## config.mk

```make
export PLATFORM = sky130hd
export DESIGN_NAME = pipe_ctrl_unit
export DESIGN_NICKNAME = d
export VERILOG_FILES = /design/src/rtl/pipe_ctrl_unit.sv
export SDC_FILE = /design/constraint.sdc
export NUM_CORES = 1
export LEC_CHECK = 0
export BUFFER_PORTS_ARGS = -buffer_cell sky130_fd_sc_hd__buf_2
export CORE_UTILIZATION = 38
export DETAILED_ROUTE_END_ITERATION = 10
export PLACE_DENSITY = 0.63
export SETUP_SLACK_MARGIN = 0.02
export SLEW_MARGIN = 30
export SYNTH_ARGS = -nofsm -noshare
export SYNTH_HDL_FRONTEND = slang
export SYNTH_SLANG_ARGS = --single-unit
```

## constraint.sdc

```tcl
create_clock -name CLK -period 2.26 [get_ports CLK]
set_input_delay 0.113 -clock CLK [delete_from_list [all_inputs] [get_ports CLK]]
set_output_delay 0.113 -clock CLK [all_outputs]
set_load 0.01 [all_outputs]
```

## src/rtl/pipe_ctrl_unit.sv

```systemverilog
// pipe_ctrl_unit -- control path for a 4-stage (D/E/M/W) ARM-style pipeline.
//
// Decode is purely combinational from OP/FUNCT/COND. The decoded control
// bundle then moves through D->E, E->M and M->W registers. The E stage holds
// the condition check against the architectural NZCV register (Flags).
//
// Ports
//   CLK, RESET           clock, synchronous active-low reset
//   OP, FUNCT, COND, RD  instruction fields from Decode
//   ALUFlags             NZCV result from the ALU in Execute
//   StallE, FlushE       hold / bubble the D->E register (flush wins)
//   RegSrcD, ImmSrcD     Decode-stage operand selects (combinational)
//   ALUControlE, ALUSrcE, CondExE, BranchTakenE   Execute-stage controls
//   RegWriteM, MemWriteM                          Memory-stage enables
//   RegWriteW, MemtoRegW, PCSrcW, LinkW           Writeback-stage controls
//   Flags                architectural NZCV register {N,Z,C,V}
module pipe_ctrl_unit #(
  parameter int ALUCTRL_W = 4,
  parameter int REG_W     = 4,
  parameter int PC_IDX    = 15,
  parameter int LR_IDX    = 14
) (
  input  logic                 CLK,
  input  logic                 RESET,
  input  logic [1:0]           OP,
  input  logic [5:0]           FUNCT,
  input  logic [3:0]           COND,
  input  logic [REG_W-1:0]     RD,
  input  logic [3:0]           ALUFlags,
  input  logic                 StallE,
  input  logic                 FlushE,
  output logic [1:0]           RegSrcD,
  output logic [1:0]           ImmSrcD,
  output logic [ALUCTRL_W-1:0] ALUControlE,
  output logic                 ALUSrcE,
  output logic                 CondExE,
  output logic                 BranchTakenE,
  output logic                 RegWriteM,
  output logic                 MemWriteM,
  output logic                 RegWriteW,
  output logic                 MemtoRegW,
  output logic                 PCSrcW,
  output logic                 LinkW,
  output logic [3:0]           Flags
);

  localparam logic [ALUCTRL_W-1:0] AC_AND = ALUCTRL_W'(4'b0000);
  localparam logic [ALUCTRL_W-1:0] AC_SUB = ALUCTRL_W'(4'b0010);
  localparam logic [ALUCTRL_W-1:0] AC_ADD = ALUCTRL_W'(4'b0100);
  localparam logic [ALUCTRL_W-1:0] AC_ORR = ALUCTRL_W'(4'b1100);
  localparam logic [ALUCTRL_W-1:0] AC_MOV = ALUCTRL_W'(4'b1101);

  typedef struct packed {
    logic                 reg_write;
    logic                 mem_write;
    logic                 mem_to_reg;
    logic                 branch;
    logic                 flag_write;
    logic                 pc_write;
    logic                 link;
    logic                 alu_src;
    logic [ALUCTRL_W-1:0] alu_ctrl;
    logic [3:0]           cond;
  } ctrl_e_t;

  typedef struct packed {
    logic reg_write;
    logic mem_write;
    logic pc_write;
    logic mem_to_reg;
    logic link;
  } ctrl_mw_t;

  ctrl_e_t  dec;
  logic     dec_undef;
  logic [1:0] reg_src, imm_src;
  logic [REG_W-1:0] dec_dest;

  ctrl_e_t  ctrl_e_d, ctrl_e_q;
  ctrl_mw_t ctrl_m_d, ctrl_m_q;
  ctrl_mw_t ctrl_w_d, ctrl_w_q;
  logic [3:0] flags_d, flags_q;
  logic       cond_ex;

  // ---------------- Decode ----------------
  always_comb begin
    dec        = '0;
    dec_undef  = 1'b0;
    reg_src    = 2'b00;
    imm_src    = 2'b00;
    dec.cond   = COND;
    case (OP)
      2'b00: begin
        dec.alu_src    = FUNCT[5];
        dec.reg_write  = 1'b1;
        dec.flag_write = FUNCT[0];
        case (FUNCT[4:1])
          4'b0000: dec.alu_ctrl = AC_AND;
          4'b0010: dec.alu_ctrl = AC_SUB;
          4'b0100: dec.alu_ctrl = AC_ADD;
          4'b1100: dec.alu_ctrl = AC_ORR;
          4'b1101: dec.alu_ctrl = AC_MOV;
          4'b1010: begin            // CMP: subtract, flags only
            dec.alu_ctrl   = AC_SUB;
            dec.reg_write  = 1'b0;
            dec.flag_write = 1'b1;
          end
          default: dec_undef = 1'b1;
        endcase
      end
      2'b01: begin
        dec.alu_ctrl = AC_ADD;
        dec.alu_src  = 1'b1;
        imm_src      = 2'b01;
        if (FUNCT[0]) begin         // LDR
          dec.reg_write  = 1'b1;
          dec.mem_to_reg = 1'b1;
        end else begin              // STR reads the store data via Rd
          dec.mem_write = 1'b1;
          reg_src       = 2'b10;
        end
      end
      2'b10: begin
        case (FUNCT[5:4])
          2'b10, 2'b11: begin       // B / BL
            dec.branch   = 1'b1;
            dec.alu_src  = 1'b1;
            dec.alu_ctrl = AC_ADD;
            imm_src      = 2'b10;
            reg_src      = 2'b01;
            if (FUNCT[4]) begin
              dec.reg_write = 1'b1;
              dec.link      = 1'b1;
            end
          end
          2'b00: begin              // BX: pass Rm through the ALU
            dec.branch   = 1'b1;
            dec.alu_ctrl = AC_MOV;
          end
          default: dec_undef = 1'b1;
        endcase
      end
      default: dec_undef = 1'b1;
    endcase

    // Never-execute and undefined encodings must not write anything.
    if (dec_undef || COND == 4'b1111) begin
      dec.reg_write  = 1'b0;
      dec.mem_write  = 1'b0;
      dec.branch     = 1'b0;
      dec.flag_write = 1'b0;
      dec.link       = 1'b0;
    end

    // A linking write lands in LR, so only a real write to PC redirects.
    dec_dest     = dec.link ? REG_W'(LR_IDX) : RD;
    dec.pc_write = dec.branch | (dec.reg_write & (dec_dest == REG_W'(PC_IDX)));
  end

  // ---------------- Condition check ----------------
  always_comb begin
    logic n, z, c, v;
    {n, z, c, v} = flags_q;
    cond_ex = 1'b0;
    case (ctrl_e_q.cond)
      4'h0: cond_ex = z;
      4'h1: cond_ex = !z;
      4'h2: cond_ex = c;
      4'h3: cond_ex = !c;
      4'h4: cond_ex = n;
      4'h5: cond_ex = !n;
      4'h6: cond_ex = v;
      4'h7: cond_ex = !v;
      4'h8: cond_ex = c & !z;
      4'h9: cond_ex = !c | z;
      4'hA: cond_ex = (n == v);
      4'hB: cond_ex = (n != v);
      4'hC: cond_ex = !z & (n == v);
      4'hD: cond_ex = z | (n != v);
      4'hE: cond_ex = 1'b1;
      default: cond_ex = 1'b0;
    endcase
  end

  // ---------------- Next-state ----------------
  always_comb begin
    ctrl_e_d = ctrl_e_q;
    if (FlushE)       ctrl_e_d = '0;
    else if (!StallE) ctrl_e_d = dec;
  end

  // While E is stalled the instruction there re-executes next cycle, so
  // nothing leaves E (bubble into M) and Flags are not committed yet.
  always_comb begin
    ctrl_m_d = '0;
    if (!StallE) begin
      ctrl_m_d.reg_write  = ctrl_e_q.reg_write & cond_ex;
      ctrl_m_d.mem_write  = ctrl_e_q.mem_write & cond_ex;
      ctrl_m_d.pc_write   = ctrl_e_q.pc_write  & cond_ex;
      ctrl_m_d.mem_to_reg = ctrl_e_q.mem_to_reg;
      ctrl_m_d.link       = ctrl_e_q.link;
    end
  end

  always_comb begin
    ctrl_w_d = ctrl_m_q;
  end

  always_comb begin
    flags_d = flags_q;
    if (!StallE && ctrl_e_q.flag_write && cond_ex) flags_d = ALUFlags;
  end

  always_ff @(posedge CLK) begin
    if (!RESET) begin
      ctrl_e_q <= '0;
      ctrl_m_q <= '0;
      ctrl_w_q <= '0;
      flags_q  <= '0;
    end else begin
      ctrl_e_q <= ctrl_e_d;
      ctrl_m_q <= ctrl_m_d;
      ctrl_w_q <= ctrl_w_d;
      flags_q  <= flags_d;
    end
  end

  // ---------------- Outputs ----------------
  assign RegSrcD      = reg_src;
  assign ImmSrcD      = imm_src;
  assign ALUControlE  = ctrl_e_q.alu_ctrl;
  assign ALUSrcE      = ctrl_e_q.alu_src;
  assign CondExE      = cond_ex;
  assign BranchTakenE = ctrl_e_q.branch & cond_ex;
  assign RegWriteM    = ctrl_m_q.reg_write;
  assign MemWriteM    = ctrl_m_q.mem_write;
  assign RegWriteW    = ctrl_w_q.reg_write;
  assign MemtoRegW    = ctrl_w_q.mem_to_reg;
  assign PCSrcW       = ctrl_w_q.pc_write;
  assign LinkW        = ctrl_w_q.link;
  assign Flags        = flags_q;

endmodule

```

# Yosys cells after proc, flatten, opt, wreduce, memory -nomap -nowiden
# Index checks and enable logic that the tools add are counted.
# Widths: inputs -> output; s select.
[classes]
n_lt_le_gt_ge = 0
n_addsub = 0
bitwise_logic = 11
div = 0
muxes = 29
n_reduce_logical = 18
multipliers = 0
shifts = 0
n_eq_ne = 27
[ops]
columns = ["operator", "count"]
rows = [
  ["$eq 4x4->1 const B", 12],
  ["$eq 4x3->1 const B", 5],
  ["$pmux 4 s4", 1],
  ["$pmux 1 s15", 1],
  ["$pmux 5 s3", 1],
  ["$mux 1", 14],
  ["$eq 4x2->1 const B", 3],
  ["$mux 2", 6],
  ["$logic_not 4->1", 2],
  ["$pmux 2 s2", 2],
  ["$pmux 4 s2", 1],
  ["$reduce_or 2->1", 4],
  ["$and 1x1->1", 7],
  ["$eq 2x2->1 const B", 3],
  ["$pmux 1 s3", 2],
  ["$reduce_or 6->1", 1],
  ["$logic_not 1->1", 5],
  ["$eq 4x1->1 const B", 1],
  ["$logic_not 2->1", 2],
  ["$mux 4", 1],
  ["$or 1x1->1", 3],
  ["$reduce_or 3->1", 1],
  ["$eq 2x1->1 const B", 1],
  ["$logic_and 1x1->1", 2],
  ["other kinds (4)", 4],
]
[word_totals]
input_bits = 24
rom_bits = 0
latch_bits = 0
mem_count = 0
ff_bits = 29
ram_bits = 0
out_inout_bits = 21

# Logic depth before layout (Yosys ltp)
[logic_depth]
depth_word = 10
ltp_mapped = 7
ltp_nobuf = 7

# Worst setup path after synthesis
# No wires, ideal clock.
[synth_path]
path_type = "input port to flip-flop"
start = "input FUNCT[4]"
end = "register ctrl_e_q[10] (netlist bit)"
required_ps = 2169
setup_slack_ps = 611
n_path_buf = 1
t_arrival_ps = 1558
stages = 6
setup_ps = 91
cell_sequence = "buf_4 nor2b_1 o311ai_2 o211ai_4 or4b_1 a311oi_1"
[synth_via]
elab_chain_len = 10
elab_cells_between_ends = 31
[synth_rtl]
columns = ["item", "line_no", "text"]
rows = [
  ["start, declared", "26", "input logic [5:0] FUNCT,"],
  ["$eq 4x4->1, or another cell as far along", "97", "case (FUNCT[4:1])"],
  ["$reduce_or 6->1 (no line) / $reduce_or 3->1 (equally long branches)", "-", ""],
  ["$mux 1 (on tied branches)", "97, 124", ""],
  ["$pmux 1 s3", "92", "case (OP)"],
  ["$logic_or 1x1->1", "147", "if (dec_undef || COND == 4'b1111) begin"],
  ["$mux 1", "147", ""],
  ["$mux 4", "156", "dec_dest = dec.link ? REG_W'(LR_IDX) : RD;"],
  ["$eq 4x4->1", "157", "dec.pc_write = dec.branch | (dec.reg_write & (dec_dest == REG_W'(PC_IDX)));"],
  ["$and 1x1->1", "157", ""],
  ["$or 1x1->1 (*)", "157", ""],
  ["end signal, assigned", "221", "ctrl_e_q <= ctrl_e_d;"],
  ["end, declared", "79", "ctrl_e_t ctrl_e_d, ctrl_e_q;"],
]
# Mark *: on every way between the ends. The rest lies on a longest branch, timed or not.
# A chain may end at the register's enable or synchronous reset.

# Worst setup path after layout
[layout_path]
start = "register ctrl_e_q[3] (netlist bit)"
end = "output BranchTakenE"
[layout_via]
elab_chain_len = 3
elab_cells_between_ends = 17
[layout_rtl]
columns = ["item", "line_no", "text"]
rows = [
  ["$eq 4x4->1, or another cell as far along", "165", "case (ctrl_e_q.cond)"],
  ["$pmux 1 s15 (*)", "165", ""],
  ["$and 1x1->1 (*)", "234", "assign BranchTakenE = ctrl_e_q.branch & cond_ex;"],
  ["end, declared", "37", "output logic BranchTakenE,"],
]
# Marked as above.

==> results.py <==
metrics = {
    "status": {
        "status": "completed",
    },
    "logic_synthesis": {
        "synthFlopType": "dfxtp_1",
        "yosys.area.top_type_share": 0.389,
        "synthArstFlopShare": 0,
        "synth-edff-count": 0,
        "syn-num-nets": 199,
        "syn_area_per_cell_um2": 8.72,
        "synth_seq_cells": 29,
        "yosys-top-cells-area": "dfxtp_1, nand2_1, mux2i_1",
        "synth_top_area_cell": "dfxtp_1",
        "synth_cells": 171,
        "synthesis.area_um2": 1490,
        "synth.distinct_cells": 45,
        "yosys_warnings": 0,
        "ys_seq_area_frac": 0.389,
    },
    "timing": {
        "setup_viol": 0,
        "maxSlewViolCount": 0,
        "relSlewSlack": 0.603,
        "finalSetupTns_ns": 0,
        "hold_viol_final": 0,
        "finalCriticalPeriod_ns": 2.09,
        "max_freq_mhz": 479,
        "fin_ws_ns": 0.172,
        "worst-slew-pin-transition_ns": 0.595,
        "clock_skew_ns": 0.00217,
        "fin_crit_sh": 0.924,
    },
    "die": {
        "initial_core_util": 0.401,
        "io_pins": 45,
        "die_w_um": 64.7,
        "die_h_um": 64.7,
        "die_area_um2": 4180,
        "core_um2": 3720,
        "fp-row-count": 22,
    },
    "drt": {
        "drc": 0,
        "wl_met2_mm": 1.26,
        "first_iter_violations": 65,
        "wl_met1_mm": 1.55,
        "top_layer": "met4",
        "ant_nets": 0,
        "wl_mm": 3.06,
        "viasPerCell": 5.04,
        "vias": 1294,
        "first_pass_iters": 4,
        "routedWlPerCell_um": 11.9,
        "dr_wl_met3_um": 160,
    },
    "global_route": {
        "overflow": 0,
        "antenna_found_initial": 0,
        "grt_max_degree": 26,
        "grt_pass1_wl_mm": 4.91,
        "grt_usage": 0.156,
        "grt_pass1_vias": 1147,
    },
    "layout": {
        "layout_common_cells": "buf_2, dfxtp_1, nand2_1, nor2_1, a21oi_1",
        "syn2layout_area_growth_pct": 22.0,
        "fin_nets": 236,
        "fin_util": 0.490,
        "antenna_cells": 0,
        "fillers": 372,
        "layout_commonest_cell": "buf_2",
        "drive_gt1_frac": 0.287,
    },
    "clocking": {
        "post-cts-setup-buffer-count": 0,
        "cts.sinks": 29,
        "ctsHtreeMaxLevel": 2,
        "cts_hold_buf": 0,
        "clock_latency_ns": 0.28,
        "clk_path_buf_depth": 2,
        "cts_root_buffer": "clkbuf_8",
        "path_clk_slew_ns": 0.06,
        "cts-buffers-inserted": 5,
        "cts_tree": "done",
        "cts_resized": 0,
    },
    "critical_path": {
        "slowest_delay_ns": 0.48,
        "crit_path_max_fanout": 9,
        "critical_path_arrival_ns": 1.97,
        "end_kind": "output port",
        "slowest_stage": "dfxtp_1",
        "start_kind": "flip-flop",
        "cp.required_ns": 2.15,
        "critPathKind": "reg -> out",
        "path_cells": "nand3b_1, o2bb2ai_1, mux2i_2, nand4_1, and2_1, buf_2",
    },
    "placed_design": {
        "routabilityCongestion": 0.875,
        "port_buffers": 44,
        "pre_cts_slack_ns": 0.409,
        "dpl.hpwl_mm": 2.30,
    },
    "run": {
        "maxCapViolations": 0,
    },
    "min_path": {
        "hold_class": "in -> reg",
    },
    "power": {
        "p_clk_frac": 0.465,
        "powerDensity_nw_per_um2": 654,
        "seqPwrFrac": 0.440,
        "p_leak_nw": 0.809,
        "switchingPower_w": 0.000267,
        "irDropWorstVdd_uv": 246,
        "internal_power_w": 0.000923,
        "combPwrFrac": 0.095,
        "swShare": 0.224,
    },
}
-- per-stage QoR --
step	hold slack (ns)	area (um^2)	instances	total power, W
finish	0.0834	1820	257	0.00119
floorplan	0.255	1490	171	0.000607
global placement	0.372	1700	249	0.000648
global route	0.0818	1820	257	0.00125
CTS	0.0761	1820	257	0.00120
detailed placement	0.373	1700	249	0.000648
-- state kept, by name, indices dropped and copies added, names as in the netlist --
register and cells:
LinkW 1, RegWriteM 1, PCSrcW 1, RegWriteW 1, Flags 4, MemWriteM 1, ctrl_e_q 11, ALUControlE 4
ctrl_m_q 3, MemtoRegW 1, ALUSrcE 1
-- final timing paths --
path	start	endpoint	slack, ns	cells after the start
max reg2reg	ctrl_e_q[0]	Flags[3]	0.38	5
min reg2reg	ctrl_m_q[0]	LinkW	0.43	1
max	ctrl_e_q[3]	BranchTakenE	0.17	6
min	ALUFlags[1]	Flags[1]	0.08	3
-- per-layer routing --
layer,global-route usage,vias up
li1,-,659
met1,0.194,580
met3,0.0370,8
met2,0.233,47
met4,0.111,0
met5,0,-
-- power by group through the flow --
stage | clock network (W) | logic [W] | registers, W
after floorplan | 0 | 0.0000765 | 0.000531
after global placement | 0 | 0.000113 | 0.000535
after detailed placement | 0 | 0.000113 | 0.000535
after CTS | 0.000567 | 0.000113 | 0.000523
after global routing | 0.000594 | 0.000127 | 0.000524
final | 0.000553 | 0.000113 | 0.000524
-- layout make-up --
cell class / instances / area, um^2 / area share
inverters: 5 / 18.8 / 0.0103
repair buffers: 44 / 220 / 0.121
clock buffers: 6 / 82.6 / 0.0454
multi-input cells: 123 / 820 / 0.450
well taps: 48 / 60.1 / 0.0330
clock inverters: 2 / 37.5 / 0.0206
flip-flops and latches: 29 / 581 / 0.319
-- cell families after synthesis --
group,after synthesis,synth area share
AOI/OAI and AO/OA,29,0.153
xor gates and xnor gates,4,0.0235
adders and majority gates,4,0.0336
buffers and inverters,19,0.0638
DFF,29,0.389
muxes,10,0.0680
and+or+nand+nor,76,0.269
-- synthesized netlist by cell type, types with 2 or more instances --
cell and number:
nor2b_1 4, nor3b_1 5, nand2b_1 3, dfxtp_1 29, nor2_1 13, inv_1 5, nand4_1 3, a22oi_1 2
and3_1 4, mux2i_1 9, a21oi_1 12, buf_4 6, and2_1 8, clkbuf_1 6, ha_1 4, nand2_1 25
or3_1 2, or4b_1 2, xor2_1 3
-- worst max-delay path, delay by kind of cell, from the launching register on --
family                 cells  cell delay [ns]
muxes                      1             0.29
and+or+nand+nor            3             0.54
buffers and inverters      1             0.14
AOI/OAI and AO/OA          1             0.25
DFF                        1             0.48
(Power assumes the default switching activity.)
